## config.mk

```make
export PLATFORM = sky130hd
export DESIGN_NAME = multicycle_control_flat
export DESIGN_NICKNAME = d
export VERILOG_FILES = /design/src/rtl/multicycle_control_pkg.sv /design/src/rtl/multicycle_control_if.sv /design/src/rtl/multicycle_control_alu_decoder.sv /design/src/rtl/multicycle_control.sv /design/src/flat_wrapper.sv
export SDC_FILE = /design/constraint.sdc
export NUM_CORES = 1
export LEC_CHECK = 0
export ABC_AREA = 1
export BUFFER_PORTS_ARGS = -buffer_cell sky130_fd_sc_hd__buf_4
export CAP_MARGIN = 20
export CORE_MARGIN = 2
export CORE_UTILIZATION = 24
export CTS_CLUSTER_DIAMETER = 120
export DETAILED_ROUTE_END_ITERATION = 7
export PLACE_DENSITY_LB_ADDON = 0.3
export SYNTH_ARGS = -nofsm -noshare
export SYNTH_HDL_FRONTEND = slang
export SYNTH_HIERARCHICAL = 1
export SYNTH_SLANG_ARGS = --single-unit
```

## constraint.sdc

```tcl
create_clock -name clk -period 2 [get_ports clk]
set_clock_uncertainty 0.2 [all_clocks]
set_input_delay 0.1 -clock clk [delete_from_list [all_inputs] [get_ports clk]]
set_output_delay 0.1 -clock clk [all_outputs]
set_load 0.05 [all_outputs]
```

## src/rtl/multicycle_control_pkg.sv

```systemverilog
// multicycle_control_pkg: opcodes, ALU codes, FSM states, instruction classes and trap codes
package multicycle_control_pkg;

    localparam logic [6:0] OP_R  = 7'b0110011;
    localparam logic [6:0] OP_I  = 7'b0010011;
    localparam logic [6:0] OP_LD = 7'b0000011;
    localparam logic [6:0] OP_SD = 7'b0100011;
    localparam logic [6:0] OP_BR = 7'b1100011;

    localparam logic [3:0] ALU_AND = 4'b0000;
    localparam logic [3:0] ALU_OR  = 4'b0001;
    localparam logic [3:0] ALU_ADD = 4'b0010;
    localparam logic [3:0] ALU_SUB = 4'b0110;

    localparam logic [1:0] TRAP_NONE = 2'd0;
    localparam logic [1:0] TRAP_ILL  = 2'd1;
    localparam logic [1:0] TRAP_TMO  = 2'd2;

    typedef enum logic [2:0] {
        IDLE   = 3'd0,
        FETCH  = 3'd1,
        DECODE = 3'd2,
        EXEC   = 3'd3,
        MEM    = 3'd4,
        WB     = 3'd5,
        HALT   = 3'd6
    } state_t;

    typedef enum logic [3:0] {
        C_ADD  = 4'd0,
        C_SUB  = 4'd1,
        C_AND  = 4'd2,
        C_OR   = 4'd3,
        C_ADDI = 4'd4,
        C_LD   = 4'd5,
        C_SD   = 4'd6,
        C_BEQ  = 4'd7,
        C_ILL  = 4'd8
    } iclass_t;

endpackage

```

## src/rtl/multicycle_control_if.sv

```systemverilog
// multicycle_control_if: shared instruction/data memory request port
interface multicycle_control_if;

    logic mem_req;
    logic mem_is_fetch;
    logic mem_read;
    logic mem_write;
    logic mem_ready;

    modport master (output mem_req, mem_is_fetch, mem_read, mem_write, input mem_ready);
    modport slave  (input mem_req, mem_is_fetch, mem_read, mem_write, output mem_ready);

endinterface

```

## src/rtl/multicycle_control_alu_decoder.sv

```systemverilog
// alu_decoder: classifies an instruction and derives its ALU op and operand select
module alu_decoder
    import multicycle_control_pkg::*;
(
    input  logic [6:0] opcode,
    input  logic [2:0] funct3,
    input  logic       funct7b5,
    output iclass_t    cls,
    output logic [3:0] alu_control_signal,
    output logic       alu_src,
    output logic       illegal
);

    always_comb begin
        cls = C_ILL;
        case (opcode)
            OP_R:    cls = funct3 == 3'b000 ? (funct7b5 ? C_SUB : C_ADD) :
                           funct3 == 3'b111 ? C_AND :
                           funct3 == 3'b110 ? C_OR : C_ILL;
            OP_I:    cls = funct3 == 3'b000 ? C_ADDI : C_ILL;
            OP_LD:   cls = funct3 == 3'b011 ? C_LD : C_ILL;
            OP_SD:   cls = funct3 == 3'b011 ? C_SD : C_ILL;
            OP_BR:   cls = funct3 == 3'b000 ? C_BEQ : C_ILL;
            default: cls = C_ILL;
        endcase
    end

    assign alu_control_signal = (cls == C_SUB || cls == C_BEQ) ? ALU_SUB :
                                cls == C_AND ? ALU_AND :
                                cls == C_OR  ? ALU_OR  : ALU_ADD;
    assign alu_src = cls == C_ADDI || cls == C_LD || cls == C_SD;
    assign illegal = cls == C_ILL;

endmodule

```

## src/rtl/multicycle_control.sv

```systemverilog
// multicycle_control: FETCH/DECODE/EXEC/MEM/WB sequencer with memory timeout trap and retire counter
module multicycle_control
    import multicycle_control_pkg::*;
#(
    parameter int CNT_W       = 32,
    parameter int MEM_TIMEOUT = 16
) (
    input  logic                  clk,
    input  logic                  reset,
    input  logic                  run_en,
    input  logic [31:0]           instr,
    input  logic                  alu_zero,
    multicycle_control_if.master  mem,
    output logic                  ir_write,
    output logic                  pc_write,
    output logic                  Branch,
    output logic                  alu_src,
    output logic [3:0]            alu_control_signal,
    output logic                  reg_write,
    output logic                  mem_to_reg,
    output logic [CNT_W-1:0]      retired,
    output logic                  halted,
    output logic [1:0]            trap_cause
);

    localparam int WAIT_W = $clog2(MEM_TIMEOUT + 1);

    state_t            state, state_n, boundary;
    iclass_t           d_cls, cls_q;
    logic [3:0]        d_alu, alu_q;
    logic              d_src, src_q, illegal;
    logic [WAIT_W-1:0] wait_cnt;
    logic [1:0]        trap_n;
    logic              mem_phase, timeout, alu_live;
    logic              unused_instr;

    alu_decoder u_dec (
        .opcode             (instr[6:0]),
        .funct3             (instr[14:12]),
        .funct7b5           (instr[30]),
        .cls                (d_cls),
        .alu_control_signal (d_alu),
        .alu_src            (d_src),
        .illegal            (illegal)
    );

    assign unused_instr = ^{instr[31], instr[29:15], instr[11:7]};
    assign boundary     = run_en ? FETCH : IDLE;
    assign mem_phase    = state == FETCH || state == MEM;
    // The MEM_TIMEOUT-th waiting cycle is the last one allowed; a late mem_ready there still wins.
    assign timeout      = mem_phase && !mem.mem_ready && wait_cnt == WAIT_W'(MEM_TIMEOUT - 1);
    assign alu_live     = !reset && (state == EXEC || state == MEM || state == WB);
    assign alu_control_signal = alu_live ? alu_q : 4'b0000;
    assign alu_src      = alu_live && src_q;
    assign halted       = state == HALT;

    always_ff @(posedge clk) begin
        if (reset) begin
            state      <= IDLE;
            wait_cnt   <= '0;
            retired    <= '0;
            trap_cause <= TRAP_NONE;
            cls_q      <= C_ADD;
            alu_q      <= 4'b0000;
            src_q      <= 1'b0;
        end else begin
            state      <= state_n;
            trap_cause <= trap_n;
            wait_cnt   <= (mem_phase && !mem.mem_ready) ? wait_cnt + 1'b1 : '0;
            if (pc_write)
                retired <= retired + 1'b1;
            if (state == DECODE) begin
                cls_q <= d_cls;
                alu_q <= d_alu;
                src_q <= d_src;
            end
        end
    end

    always_comb begin
        state_n          = state;
        trap_n           = trap_cause;
        mem.mem_req      = 1'b0;
        mem.mem_is_fetch = 1'b0;
        mem.mem_read     = 1'b0;
        mem.mem_write    = 1'b0;
        ir_write         = 1'b0;
        pc_write         = 1'b0;
        Branch           = 1'b0;
        reg_write        = 1'b0;
        mem_to_reg       = 1'b0;
        case (state)
            IDLE: state_n = run_en ? FETCH : IDLE;
            FETCH: begin
                mem.mem_req      = 1'b1;
                mem.mem_is_fetch = 1'b1;
                ir_write         = mem.mem_ready;
                state_n          = mem.mem_ready ? DECODE : timeout ? HALT : FETCH;
                trap_n           = timeout ? TRAP_TMO : trap_cause;
            end
            DECODE: begin
                state_n = illegal ? HALT : EXEC;
                trap_n  = illegal ? TRAP_ILL : trap_cause;
            end
            EXEC: begin
                pc_write = cls_q == C_BEQ;
                Branch   = cls_q == C_BEQ && alu_zero;
                state_n  = cls_q == C_BEQ ? boundary :
                           (cls_q == C_LD || cls_q == C_SD) ? MEM : WB;
            end
            MEM: begin
                mem.mem_req   = 1'b1;
                mem.mem_read  = cls_q == C_LD;
                mem.mem_write = cls_q == C_SD;
                pc_write      = mem.mem_ready && cls_q == C_SD;
                state_n       = mem.mem_ready ? (cls_q == C_LD ? WB : boundary) :
                                timeout ? HALT : MEM;
                trap_n        = timeout ? TRAP_TMO : trap_cause;
            end
            WB: begin
                reg_write  = 1'b1;
                mem_to_reg = cls_q == C_LD;
                pc_write   = 1'b1;
                state_n    = boundary;
            end
            default: state_n = HALT;
        endcase
        // Reset wins over any in-flight request or write in the cycle it is asserted.
        if (reset) begin
            mem.mem_req      = 1'b0;
            mem.mem_is_fetch = 1'b0;
            mem.mem_read     = 1'b0;
            mem.mem_write    = 1'b0;
            ir_write         = 1'b0;
            pc_write         = 1'b0;
            Branch           = 1'b0;
            reg_write        = 1'b0;
            mem_to_reg       = 1'b0;
        end
    end

endmodule

```

## src/flat_wrapper.sv

```systemverilog
// flat-port wrapper written by rule: the top's interface ports become plain ports
module multicycle_control_flat import multicycle_control_pkg::*;
#(
    parameter int CNT_W       = 32,
    parameter int MEM_TIMEOUT = 16
)
  (clk, reset, run_en, instr, alu_zero, ir_write, pc_write, Branch, alu_src, alu_control_signal, reg_write, mem_to_reg, retired, halted, trap_cause, mem_mem_req, mem_mem_is_fetch, mem_mem_read, mem_mem_write, mem_mem_ready);
  multicycle_control_if mem_i ();
  input  logic clk;
  input  logic reset;
  input  logic run_en;
  input  logic [31:0] instr;
  input  logic alu_zero;
  output logic ir_write;
  output logic pc_write;
  output logic Branch;
  output logic alu_src;
  output logic [3:0] alu_control_signal;
  output logic reg_write;
  output logic mem_to_reg;
  output logic [CNT_W-1:0] retired;
  output logic halted;
  output logic [1:0] trap_cause;
  output wire logic [$bits(mem_i.mem_req)-1:0] mem_mem_req;
  output wire logic [$bits(mem_i.mem_is_fetch)-1:0] mem_mem_is_fetch;
  output wire logic [$bits(mem_i.mem_read)-1:0] mem_mem_read;
  output wire logic [$bits(mem_i.mem_write)-1:0] mem_mem_write;
  input wire logic [$bits(mem_i.mem_ready)-1:0] mem_mem_ready;
  assign mem_mem_req = mem_i.mem_req;
  assign mem_mem_is_fetch = mem_i.mem_is_fetch;
  assign mem_mem_read = mem_i.mem_read;
  assign mem_mem_write = mem_i.mem_write;
  assign mem_i.mem_ready = mem_mem_ready;
  multicycle_control #(.CNT_W(CNT_W), .MEM_TIMEOUT(MEM_TIMEOUT)) u_core (.clk(clk), .reset(reset), .run_en(run_en), .instr(instr), .alu_zero(alu_zero), .mem(mem_i), .ir_write(ir_write), .pc_write(pc_write), .Branch(Branch), .alu_src(alu_src), .alu_control_signal(alu_control_signal), .reg_write(reg_write), .mem_to_reg(mem_to_reg), .retired(retired), .halted(halted), .trap_cause(trap_cause));
endmodule
```

==> results.yml <==
outcome:
  outcome: "complete, no violations"
logic_synthesis:
  synth_nets: 559
  ys_ff_latch: 51
  synth_top_family_by_area: "simple AND/OR/NAND/NOR gates"
  synth_compound_area_share_pct: 7.720
  ys_warn_count: 6
  synth_largest_area_cell: "dfxtp_1"
  synth_top_area_share_pct: 33.16
  synth_xor_area_share_pct: 1.422
  netlist_top_cells_area: "dfxtp_1 33%, nand2_1 17%, nor2_1 13%"
  avgSynthCellArea_um2: 5.933
  syn_area_um2: 3079
  muxShareOfSynthArea_pct: 0
  synth-simple-area-share_pct: 45.27
  synth_cells: 519
  yosysSeqAreaShare_pct: 33.16
  synth_fa_ha_area_share_pct: 1.219
  synth_cell_types: 33
placement:
  portBuffers: 64
  globalplace.congestion: 0.8953
  dp_cells: 752
  pre_cts_slack_ns: 0.1453
  hpwl_um: 6191
sta:
  final_max_slew_viol_count: 0
  fmax_ghz: 0.5299
  rsz0062_at_grt: "false"
  hold_violations: 0
  post-route-min-period_ns: 1.887
  fin_crit_sh_pct: 94.36
  setup_violations: 0
  layout_setup_ws_ns: 0.1129
route:
  vias_per_cell: 4.281
  drt_iter0_markers: 144
  firstDrtPassIters: 4
  wl_per_cell_um: 10.51
  final_antenna_net_count: 0
  vias: 3275
  wirelength_um: 8042
  drc: 0
grt:
  grt_usage_pct: 11.83
  grt_pass1_wl_um: 13140
  grt_overflow: 0
  grt_max_degree: 27
  grt_pass1_vias: 2905
  antenna_found_initial: 0
critical_path:
  end_kind: "output pin"
  cp_slowest_cell: "dlygate4sd3_1"
  cp_max_fo: 13
  setup.worst_path.class: "input port to output pin"
  cp_common_cell: "buf_4"
  cpLargestDelayFamily: "buffers and inverters"
  start_kind: "input port"
  cp_slowest_stage_delay_ns: 0.53
  crit_required_ns: 1.70
  crit_buf_inv: 5
  arrival_ns: 1.59
  crit_chain: "dlygate4sd3_1 -> buf_4 -> clkinvlp_4 -> buf_4 -> nand2_1 -> nor2_1 -> buf_4"
finish:
  nets: 632
  stdcell_count: 765
  drive_above_1_share_pct: 18.55
  area_growth_pct: 31.94
  num_antenna_cells: 0
  utilization_pct: 32.32
floorplan:
  die_x_um: 117.3
  core_area_um2: 12570
  io_pins: 86
  die-area_um2: 13750
  die_h_um: 117.3
  start_util_pct: 24.50
  rows: 41
clock_network:
  cts_made_buffers: 5
  cts_tree: "yes"
  cts_buffer_depth: 2
  root_buffer: "clkbuf_16"
  clk_latency_ns: 0.29
  h-tree-depth: 2
  clk_transition_reported_paths_ns: 0.06
  clock-sinks: 51
power:
  vdd_drop_max_mv: 0.3748
  leakagePower_uw: 0.001788
  powerDensity_nw_per_um2: 593.2
job:
  cap_violations: 0
worst_hold_path:
  hold_path_class: "input port to flop"
==> cells in the mapped netlist, drive strengths merged <==
library cell	number
buf	7
xnor2	2
nor3	10
o211ai	1
ha	3
conb	1
clkbuf	3
a32oi	1
nand2	141
nand4	9
nand3	46
a21oi	27
nor3b	1
xor2	3
nor2	117
o21ai	15
o21a	1
dfxtp	51
and2	1
or2	2
inv	77
==> metrics by stage <==
step / area, um2 / hold WS (ns) / TNS (ns) / total power (uW)
2_1_floorplan: 3094 / 0.03666 / -0.04024 / 1240
4_1_cts: 4048 / 0.09645 / 0 / 2448
5_1_grt: 4063 / 0.1956 / 0 / 2520
6_report: 4063 / 0.1082 / 0 / 2410
3_3_place_gp: 3802 / 0.1377 / 0 / 1315
3_5_place_dp: 3802 / 0.1500 / 0 / 1320
==> sequential cells by signal, indices dropped and copies added, names as in the netlist <==
| name | cells |
|---|---|
| u_core/src_q | 1 |
| u_core/cls_q | 4 |
| u_core/state | 3 |
| u_core/wait_cnt | 5 |
| u_core/trap_cause | 2 |
| u_core/retired | 32 |
| u_core/alu_q | 4 |
==> what timing repair did <==
item / CTS / global route
cloned: 0 / 0
hold buffers: 4 / 0
buffers inserted: 1 / 0
resized for setup: 4 / 4
pin swaps: 1 / 0
endpoints found under the setup margin: 1 / 7
endpoints found under the hold margin: 9 / 0
==> per-layer routing <==
layer | global-route usage (%) | up-vias | share of wire, %
li1 | - | 1750 | -
met2 | 20.00 | 69 | 46
met5 | 0 | - | 0
met4 | 3.843 | 0 | 1.2
met1 | 15.44 | 1450 | 49
met3 | 1.802 | 6 | 4.6
==> where the power goes <==
part           leakage (uW)  total, uW  switching (uW)  internal [uW]
sequential         0.000414       1060            19.7           1040
combinational       0.00128        246             158           88.1
clock             0.0000911       1100             386            718
total               0.00179       2410             564           1850
==> final timing paths <==
check	from	end	slack [ns]	cells past startpoint
max	reset	alu_control_signal[2]	0.11	7
min	instr[13]	u_core/alu_q[1]$_SDFFE_PP0N_	0.11	4
max reg2reg	u_core/retired[0]$_SDFFE_PP0P_	u_core/retired[26]$_SDFFE_PP0P_	0.12	10
min reg2reg	u_core/alu_q[1]$_SDFFE_PP0N_	u_core/alu_q[1]$_SDFFE_PP0N_	0.26	2
==> cell type report <==
| type | instances | area, um2 |
|---|---|---|
| multi-input combinational | 381 | 1739 |
| sequential | 51 | 1027 |
| clock buffer | 6 | 128.9 |
| clock inverter | 2 | 60.06 |
| inverter | 77 | 295.3 |
| timing repair buffer | 76 | 596.8 |
| fill | 1383 | 8506 |
| tap | 172 | 215.2 |
==> tightest hold or removal path, delay by kind of cell <==
family / cells / cell delay [ns]
compound gates: 2 / 0.21
buf+inv: 1 / 0.13
simple gates: 1 / 0.13
==> cell families (layout without fill, tap and decap cells) <==
family	after synthesis	count (layout)
flops	51	51
compound gates	45	45
fa+ha+maj	3	3
other cells	1	1
buf+inv	87	161
simple gates	327	327
xor+xnor	5	5
==> cells in the final DEF (no fill, tap or decap), drive strengths merged <==
master         n
o211ai         1
xor2           3
xnor2          2
nand2        141
nor3          10
nor3b          1
clkbuf         6
and2           1
o21a           1
clkinvlp       1
nor2         117
a21oi         27
bufinv         2
a32oi          1
or2            2
o21ai         15
buf           72
ha             3
dfxtp         51
dlygate4sd3    4
nand4          9
nand3         46
inv           76
conb           1
Note: power is estimated with default switching activity, not from simulation.
